===== src/rtl/fismos_axil_pkg.sv =====
// ============================================================================
// Module      : fismos_axil_pkg
// Description : Shared types and constants for the FISMOS AXI4-Lite master
//               bridge (state encoding, AXI response/protection codes and
//               default address window).
// Revision    : 1.0 - initial release
// ============================================================================
`timescale 1ns/1ps
`default_nettype none

package fismos_axil_pkg;

    // Bridge state encoding, explicit 3-bit width
    typedef enum logic [2:0] {
        ST_IDLE   = 3'd0,
        ST_WR     = 3'd1,
        ST_WAIT_B = 3'd2,
        ST_RD     = 3'd3,
        ST_WAIT_R = 3'd4,
        ST_RESP   = 3'd5,
        ST_DONE   = 3'd6
    } state_t;

    localparam logic [1:0] AXI_RESP_OKAY   = 2'b00;
    localparam logic [1:0] AXI_RESP_EXOKAY = 2'b01;
    localparam logic [1:0] AXI_RESP_SLVERR = 2'b10;
    localparam logic [1:0] AXI_RESP_DECERR = 2'b11;

    // Unprivileged, secure; bit 2 marks an instruction access
    localparam logic [2:0] AXI_PROT_DATA  = 3'b000;
    localparam logic [2:0] AXI_PROT_INSTR = 3'b100;

    localparam logic [31:0] DEFAULT_BASE_ADDR = 32'h4000_0000;
    localparam logic [31:0] DEFAULT_ADDR_MASK = 32'hF000_0000;

    // Any non-OKAY response (EXOKAY included) is flagged, since the bridge
    // never issues exclusive accesses.
    function automatic logic resp_is_err(input logic [1:0] resp);
        return resp != AXI_RESP_OKAY;
    endfunction

endpackage

`default_nettype wire


===== src/rtl/fismos_axil_wr_chan.sv =====
// ============================================================================
// Module      : fismos_axil_wr_chan
// Description : Tracks the independent AW and W handshakes of one write.
//               Each VALID drops the cycle after its own handshake; done_o
//               is raised in the cycle the second handshake completes.
// Revision    : 1.0 - initial release
// ============================================================================
`timescale 1ns/1ps
`default_nettype none

module fismos_axil_wr_chan (
    input  logic clk,
    input  logic resetn,
    input  logic start_i,
    input  logic active_i,
    input  logic awready_i,
    input  logic wready_i,
    output logic awvalid_o,
    output logic wvalid_o,
    output logic done_o
);

    logic aw_done_q, aw_done_d;
    logic w_done_q,  w_done_d;
    logic aw_hs, w_hs;

    assign aw_hs = awvalid_o & awready_i;
    assign w_hs  = wvalid_o & wready_i;

    // Completion flags: cleared when a new write is accepted, set on handshake
    always_comb begin
        aw_done_d = aw_done_q;
        w_done_d  = w_done_q;
        if (start_i) begin
            aw_done_d = 1'b0;
            w_done_d  = 1'b0;
        end else begin
            if (aw_hs) aw_done_d = 1'b1;
            if (w_hs)  w_done_d  = 1'b1;
        end
    end

    // Flag registers with synchronous active-low reset
    always_ff @(posedge clk) begin
        if (!resetn) begin
            aw_done_q <= 1'b0;
            w_done_q  <= 1'b0;
        end else begin
            aw_done_q <= aw_done_d;
            w_done_q  <= w_done_d;
        end
    end

    assign awvalid_o = active_i & ~aw_done_q;
    assign wvalid_o  = active_i & ~w_done_q;
    assign done_o    = active_i & (aw_done_q | aw_hs) & (w_done_q | w_hs);

endmodule

`default_nettype wire


===== src/rtl/fismos_axil_master.sv =====
// ============================================================================
// Module      : fismos_axil_master
// Description : PicoRV32 native memory interface to AXI4-Lite master bridge.
//               Requests inside the address window become single AXI-Lite
//               transactions; mem_ready pulses once per completed access.
// Revision    : 1.0 - initial release
// ============================================================================
`timescale 1ns/1ps
`default_nettype none

module fismos_axil_master
    import fismos_axil_pkg::*;
#(
    parameter int          AXI_ADDR_WIDTH = 32,
    parameter int          AXI_DATA_WIDTH = 32,
    parameter logic [31:0] BASE_ADDR      = DEFAULT_BASE_ADDR,
    parameter logic [31:0] ADDR_MASK      = DEFAULT_ADDR_MASK
) (
    input  logic                        clk,
    input  logic                        resetn,
    input  logic                        mem_valid,
    input  logic                        mem_instr,
    input  logic [31:0]                 mem_addr,
    input  logic [31:0]                 mem_wdata,
    input  logic [3:0]                  mem_wstrb,
    output logic                        mem_ready,
    output logic [31:0]                 mem_rdata,
    output logic                        M_AXI_AWVALID,
    input  logic                        M_AXI_AWREADY,
    output logic [AXI_ADDR_WIDTH-1:0]   M_AXI_AWADDR,
    output logic [2:0]                  M_AXI_AWPROT,
    output logic                        M_AXI_WVALID,
    input  logic                        M_AXI_WREADY,
    output logic [AXI_DATA_WIDTH-1:0]   M_AXI_WDATA,
    output logic [3:0]                  M_AXI_WSTRB,
    input  logic                        M_AXI_BVALID,
    output logic                        M_AXI_BREADY,
    input  logic [1:0]                  M_AXI_BRESP,
    output logic                        M_AXI_ARVALID,
    input  logic                        M_AXI_ARREADY,
    output logic [AXI_ADDR_WIDTH-1:0]   M_AXI_ARADDR,
    output logic [2:0]                  M_AXI_ARPROT,
    input  logic                        M_AXI_RVALID,
    output logic                        M_AXI_RREADY,
    input  logic [AXI_DATA_WIDTH-1:0]   M_AXI_RDATA,
    input  logic [1:0]                  M_AXI_RRESP,
    output logic                        bus_err,
    input  logic                        err_clr
);

    state_t                       state_q, state_d;
    logic [AXI_ADDR_WIDTH-1:0]    addr_q, addr_d;
    logic [AXI_DATA_WIDTH-1:0]    wdata_q, wdata_d;
    logic [3:0]                   wstrb_q, wstrb_d;
    logic                         instr_q, instr_d;
    logic [31:0]                  rdata_q, rdata_d;
    logic                         bus_err_q, bus_err_d;

    logic                         hit;
    logic                         accept;
    logic                         wr_done;
    logic                         err_set;
    logic [31:0]                  addr_local;

    // Window decode only matters in IDLE; outside it the bridge stays silent
    assign hit        = mem_valid & ((mem_addr & ADDR_MASK) == BASE_ADDR);
    assign accept     = (state_q == ST_IDLE) & hit;
    assign addr_local = mem_addr & ~ADDR_MASK;

    assign err_set = ((state_q == ST_WAIT_B) & M_AXI_BVALID & resp_is_err(M_AXI_BRESP)) |
                     ((state_q == ST_WAIT_R) & M_AXI_RVALID & resp_is_err(M_AXI_RRESP));

    fismos_axil_wr_chan u_wr_chan (
        .clk       (clk),
        .resetn    (resetn),
        .start_i   (accept),
        .active_i  (state_q == ST_WR),
        .awready_i (M_AXI_AWREADY),
        .wready_i  (M_AXI_WREADY),
        .awvalid_o (M_AXI_AWVALID),
        .wvalid_o  (M_AXI_WVALID),
        .done_o    (wr_done)
    );

    // State register
    always_ff @(posedge clk) begin
        if (!resetn) state_q <= ST_IDLE;
        else         state_q <= state_d;
    end

    // Next-state logic; DONE is a guard cycle so a retiring request cannot retrigger
    always_comb begin
        state_d = state_q;
        case (state_q)
            ST_IDLE:   if (hit) state_d = (mem_wstrb != 4'b0000) ? ST_WR : ST_RD;
            ST_WR:     if (wr_done) state_d = ST_WAIT_B;
            ST_WAIT_B: if (M_AXI_BVALID) state_d = ST_RESP;
            ST_RD:     if (M_AXI_ARREADY) state_d = ST_WAIT_R;
            ST_WAIT_R: if (M_AXI_RVALID) state_d = ST_RESP;
            ST_RESP:   state_d = ST_DONE;
            ST_DONE:   state_d = ST_IDLE;
            default:   state_d = ST_IDLE;
        endcase
    end

    // Output decode from the current state
    always_comb begin
        M_AXI_ARVALID = (state_q == ST_RD);
        M_AXI_BREADY  = (state_q == ST_WAIT_B);
        M_AXI_RREADY  = (state_q == ST_WAIT_R);
        mem_ready     = (state_q == ST_RESP);
    end

    // Datapath next values: capture request at accept, read data on R, clear after RESP
    always_comb begin
        addr_d    = addr_q;
        wdata_d   = wdata_q;
        wstrb_d   = wstrb_q;
        instr_d   = instr_q;
        rdata_d   = rdata_q;
        bus_err_d = bus_err_q;
        if (accept) begin
            addr_d  = AXI_ADDR_WIDTH'(addr_local);
            wdata_d = AXI_DATA_WIDTH'(mem_wdata);
            wstrb_d = mem_wstrb;
            instr_d = mem_instr;
        end
        if ((state_q == ST_WAIT_R) && M_AXI_RVALID) begin
            rdata_d = 32'(M_AXI_RDATA);
        end else if (state_q == ST_RESP) begin
            rdata_d = 32'h0;
        end
        // A new error in the same cycle as err_clr keeps the flag set
        if (err_set)      bus_err_d = 1'b1;
        else if (err_clr) bus_err_d = 1'b0;
    end

    // Datapath registers
    always_ff @(posedge clk) begin
        if (!resetn) begin
            addr_q    <= '0;
            wdata_q   <= '0;
            wstrb_q   <= 4'b0000;
            instr_q   <= 1'b0;
            rdata_q   <= 32'h0;
            bus_err_q <= 1'b0;
        end else begin
            addr_q    <= addr_d;
            wdata_q   <= wdata_d;
            wstrb_q   <= wstrb_d;
            instr_q   <= instr_d;
            rdata_q   <= rdata_d;
            bus_err_q <= bus_err_d;
        end
    end

    assign M_AXI_AWADDR = addr_q;
    assign M_AXI_ARADDR = addr_q;
    assign M_AXI_AWPROT = AXI_PROT_DATA;
    assign M_AXI_ARPROT = instr_q ? AXI_PROT_INSTR : AXI_PROT_DATA;
    assign M_AXI_WDATA  = wdata_q;
    assign M_AXI_WSTRB  = wstrb_q;
    assign mem_rdata    = rdata_q;
    assign bus_err      = bus_err_q;

endmodule

`default_nettype wire

===== config.mk =====
export PLATFORM = sky130hd
export DESIGN_NAME = fismos_axil_master
export DESIGN_NICKNAME = d
export VERILOG_FILES = /design/src/rtl/fismos_axil_pkg.sv /design/src/rtl/fismos_axil_wr_chan.sv /design/src/rtl/fismos_axil_master.sv
export SDC_FILE = /design/constraint.sdc
export NUM_CORES = 1
export LEC_CHECK = 0
export ABC_CLOCK_PERIOD_IN_PS = 2200
export BUFFER_PORTS_ARGS = -buffer_cell sky130_fd_sc_hd__buf_2
export CAP_MARGIN = 20
export CORE_ASPECT_RATIO = 1.1
export CORE_MARGIN = 8
export CORE_UTILIZATION = 39
export CTS_BUF_LIST = sky130_fd_sc_hd__clkbuf_4 sky130_fd_sc_hd__clkbuf_8
export DETAILED_ROUTE_END_ITERATION = 8
export PLACE_DENSITY = 0.8
export SYNTH_ARGS = -nofsm -noshare
export SYNTH_HDL_FRONTEND = slang
export SYNTH_HIERARCHICAL = 1
export SYNTH_SLANG_ARGS = --single-unit
export TNS_END_PERCENT = 50

===== constraint.sdc =====
create_clock -name clk -period 2.2 [get_ports clk]
set_clock_uncertainty 0.2 [all_clocks]
set_input_delay 0.11 -clock clk [delete_from_list [all_inputs] [get_ports clk]]
set_output_delay 0.11 -clock clk [all_outputs]
set_load 0.05 [all_outputs]

Word-level counts from Yosys, hierarchy flattened --
Index checks and enable logic that the tools add are counted.
Cells by class: bitwise logic cells 18, multiplexer cells 12, reductions and logical operators 9, equality and inequality tests 11
Operator list (count):
- two-way mux 32 bit | 2
- two-way mux 3 bit | 6
- one-hot mux 3 bit (6 select lines) | 1
- AND 1 bit | 12
- != test 2 bit (second input constant) | 4
- nonzero test 2 bit | 4
- == test 3 x 2 -> 1 bit (second input constant) | 2
- == test 3 bit (second input constant) | 2
- AND reduction 5 bit | 1
- == test 4 x 3 -> 1 bit (second input constant) | 1
- nonzero test 4 bit | 1
- == test 3 x 1 -> 1 bit (second input constant) | 1
- logical NOT 3 bit | 1
- NOT 1 bit | 3
- bitwise OR 1 bit | 3
- two-way mux 1 bit | 2
- two-way mux 2 bit | 1
- != test 2 x 1 -> 1 bit (second input constant) | 1
- OR reduction 2 bit | 1
- logical AND 1 bit | 1
Storage, ports and cells: input port bits 114, word-level logic and storage cells 59, register bits after elaboration 103

Longest topological paths before layout --
depth in word-level cells 8, mapped depth 7, gate-level depth less buffers 6

By module --
Netlist, hierarchy kept.
By module, submodules not included:
- fismos_axil_master | cells each 474, area each 3915.0 µm², times used 1
- fismos_axil_wr_chan | cells each 10, area each 88.8 µm², times used 1

Least setup slack after synthesis --
Ideal clock, no wire load.
path type register to register, start register state_q[1], end register rdata_q[10] (netlist: mem_rdata[10]), clock period less this slack 2.593 ns, arrival time 2.327 ns, stages on the path, launching flop included 7, setup time 0.066 ns, buffers on the path 2, slack -0.393 ns, data required time 1.934 ns, path through dfxtp_1 -> nor3b_1 -> and2_1 -> buf_2 -> buf_2 -> a22oi_1 -> nor2_1
On the way: cells in the longest elaborated chain, start to end 3
Ends and longest elaborated chain:
- start, declared | RTL line fismos_axil_master.sv:51 | state_t state_q, state_d;
- start signal, assigned | RTL line fismos_axil_master.sv:88 | else state_q <= state_d;
- == test 3 bit (*)
- named net M_AXI_RREADY | RTL line fismos_axil_master.sv:44 | output logic M_AXI_RREADY,
- logical AND 1 bit (*) | RTL line fismos_axil_master.sv:128 | if ((state_q == ST_WAIT_R) && M_AXI_RVALID) begin
- two-way mux 32 bit / nonzero test 2 bit (equally long branches)
- end signal, assigned | RTL line fismos_axil_master.sv:152 | rdata_q <= rdata_d;
- end, declared | RTL line fismos_axil_master.sv:56 | logic [31:0] rdata_q, rdata_d;
Mark *: on every way through the listed nets, which the timed path passes. The rest lies on a longest branch. A chain may end at the register's enable or synchronous reset.

Final worst setup path --
start register state_q[1], end register wdata_q[24] (netlist: M_AXI_WDATA[24])
On the way: cells in the longest elaborated chain, start to end 2
Ends and longest elaborated chain:
- logical NOT 3 bit | RTL line fismos_axil_master.sv:67 | assign accept = (state_q == ST_IDLE) & hit;
- AND 1 bit | RTL line fismos_axil_master.sv:67
- end signal, assigned | RTL line fismos_axil_master.sv:149 | wdata_q <= wdata_d;
- end, declared | RTL line fismos_axil_master.sv:53 | logic [AXI_DATA_WIDTH-1:0] wdata_q, wdata_d;
No other way between the ends.

==> impl_metrics.ini <==
[run_status]
status = completed

[sta]
fin_setup_tns_ns = 0
slew-limit-headroom_pct = 53.4
hold_viol = 0
min_period_ns = 2.08
rsz0062_at_grt = false
layout_worst_path_cycle_share_pct = 94.5
worst_pin_slew_ns = 0.698
fmax_mhz = 481
maxSlewViolCount = 0
setup_viol = 0

[finish]
layoutNonFillerInstCount = 923
final_layout_size_suffix_gt1_share_pct = 34.8
final_nets = 909
fin_util_pct = 62.1
area_growth_pct = 58.1

[synthesis]
synth_top_area_share_pct = 51.5
yosys-top-cells-count = nand2_1 (133), dfxtp_1 (103), a21oi_1 (69)
ys_warn_count = 6
yosysSeqAreaShare_pct = 51.5
syn_inst = 484
async_flop_share_pct = 0
synth-edff-count = 0
yosys.area.top_type = dfxtp_1
synth_cell_type_count = 33
synth-seq-cells = 103
synth.avg_cell_area_um2 = 8.27
synth_area_leaders = dfxtp_1 (52%), nand2_1 (12%), buf_4 (9.0%)
synth_most_common_cell = nand2_1
ys.flop_type = dfxtp_1
synth.cell_area_um2 = 4000

[drt]
wl_mm = 14.7
drt.antenna.violating_nets = 0
wl_per_cell_um = 15.9
firstDrtPassIters = 4
drc = 0
drtIter0Drc = 354
vias_per_cell = 4.73
num_vias = 4364

[global_route]
track_usage_pct = 20.6
first_global_vias = 4506
grt_max_degree = 66
antenna_found_initial = 1
grt_pass1_wl_mm = 22.8
overflow = 0

[critical_path]
criticalPathCategory = reg2reg
regToRegSetupSlack_ns = 0.12
cpPeakStageDelay_ns = 0.57
cp_num_cells = 5
timing.rr.end = M_AXI_WDATA[24]
endpoint = M_AXI_WDATA[24]
crit_path_end_kind = flop
slowest_stage = dfxtp_1
cp.arrival_ns = 2.16
cp-startpoint = state_q[1]
path_buf_inv = 1
crit_fanout = 65
worstPathRequired_ns = 2.28
r2r_cells = 5
path_cells = nor4_2 -> nand4_1 -> buf_4 -> nand2_1 -> a21oi_1
crit_family = flip-flops
start_kind = flop
r2r-start = state_q[1]

[clocking]
ctsLongestPathBuffers = 2
clk_latency_ns = 0.36
cts.sinks = 103
htree_levels = 3
cts_buffers = 9
cts_tree = done
root_buffer = clkbuf_8
path_clk_slew_ns = 0.10
cts_resized = 0

[die]
core.rowCount = 39
die_area_um2 = 13800
io_pins = 259
core-area_um2 = 10200
fp.dieW_um = 113
fp.dieH_um = 122
start_util_pct = 39.3

[placement]
hpwl_mm = 9.14
gp_congestion = 0.783
dp.cells = 800
portBuffers = 245

[power]
ir_drop_v = 0.000406
p_comb_share_pct = 21.3
power_density_nw_per_um2 = 623
switchingPower_uw = 1180
pwr-share-clk_pct = 29.1
leakage_uw = 0.00299
p_seq_share_pct = 49.6
power_switching_share_pct = 29.8
p_int_uw = 2770

[run]
cap_violations = 0

[worst_hold_path]
min_path_type = in2reg
-- state kept, by name, summed over array words and instances (netlist names) --
| register | count |
|---|---|
| M_AXI_WDATA | 32 |
| M_AXI_ARADDR | 28 |
| u_wr_chan/w_done_q | 1 |
| instr_q | 1 |
| bus_err | 1 |
| u_wr_chan/aw_done_q | 1 |
| mem_rdata | 32 |
| M_AXI_WSTRB | 4 |
| state_q | 3 |
-- through the flow --
| stage | hold slack (ns) | setup slack (ns) | cell area, um2 | power, uW |
|---|---|---|---|---|
| after floorplan | 0.0186 | 0.115 | 4050 | 2480 |
| after global placement | 0.151 | 0.250 | 5070 | 2670 |
| after detailed placement | 0.156 | 0.213 | 5070 | 2680 |
| after CTS | 0.00727 | 0.188 | 6330 | 3970 |
| after global routing | 0.0430 | 0.000313 | 6330 | 4130 |
| final | 0.0242 | 0.121 | 6330 | 3950 |
-- metal layers --
metal  track usage (%)  vias up  wire (um)
met2              34.6      218       7030
met3              10.1       22       1730
li1                  -     2156          -
met4              7.09        0        238
met1              22.2     1968       5670
met5                 0        -          0
-- how the worst min path moves through the flow --
stage,startpoint,end,slack (ns),depth (start not counted)
final,mem_addr[30],state_q[1],0.02,4
after global routing,mem_addr[30],state_q[1],0.04,4
after CTS,mem_addr[30],state_q[1],0.007,4
after detailed placement,mem_wdata[8],M_AXI_WDATA[8],0.16,3
after global placement,mem_wdata[15],M_AXI_WDATA[15],0.15,3
after floorplan,resetn,state_q[0],0.02,2
-- repair_timing --
item,4_1_cts,5_1_grt
hold endpoints to repair,103,0
setup buffers,0,0
hold buffers,107,0
-- power groups by stage --
stage               Combinational, uW  Sequential, uW  Clock [uW]
finish                            842            1960        1150
global route                      900            1960        1260
floorplan                         379            2100           0
global placement                  676            2000           0
detailed placement                679            2000           0
CTS                               829            1950        1180
-- worst min-delay path, stage by stage --
cell and delay [ns]:
buf_2 0.11, nand3_1 0.07, a221o_1 0.17, mux2i_1 0.08
-- layout make-up --
cell class	instances	area, um2
fillers	803	3870
clock buffers	9	124
clock inverters	6	62.6
flip-flops and latches	103	2060
repair buffers	364	2410
inverters	3	11.3
multi-input cells	314	1500
diodes	1	2.50
well taps	123	154
-- cell usage in the layout (no fill, tap or decap), types with 2 or more instances in the layout --
cell,instances
clkbuf_8,9
nor3_1,2
o21ai_0,2
clkinvlp_4,3
buf_2,245
nor2b_1,2
nor2_1,36
a22oi_1,32
dlygate4sd3_1,107
buf_4,10
dfxtp_1,103
clkinv_2,2
buf_12,2
nor3b_1,2
conb_1,13
and2_1,3
a21oi_1,69
nand2b_1,2
inv_2,2
nand2_1,133
-- cells by family after synthesis --
group           synth area share (%)
compound gates                  16.2
buf+inv                         12.3
flops                           51.5
mux                            0.531
other cells                   0.0937
simple gates                    19.4
(Power assumes the default switching activity.)
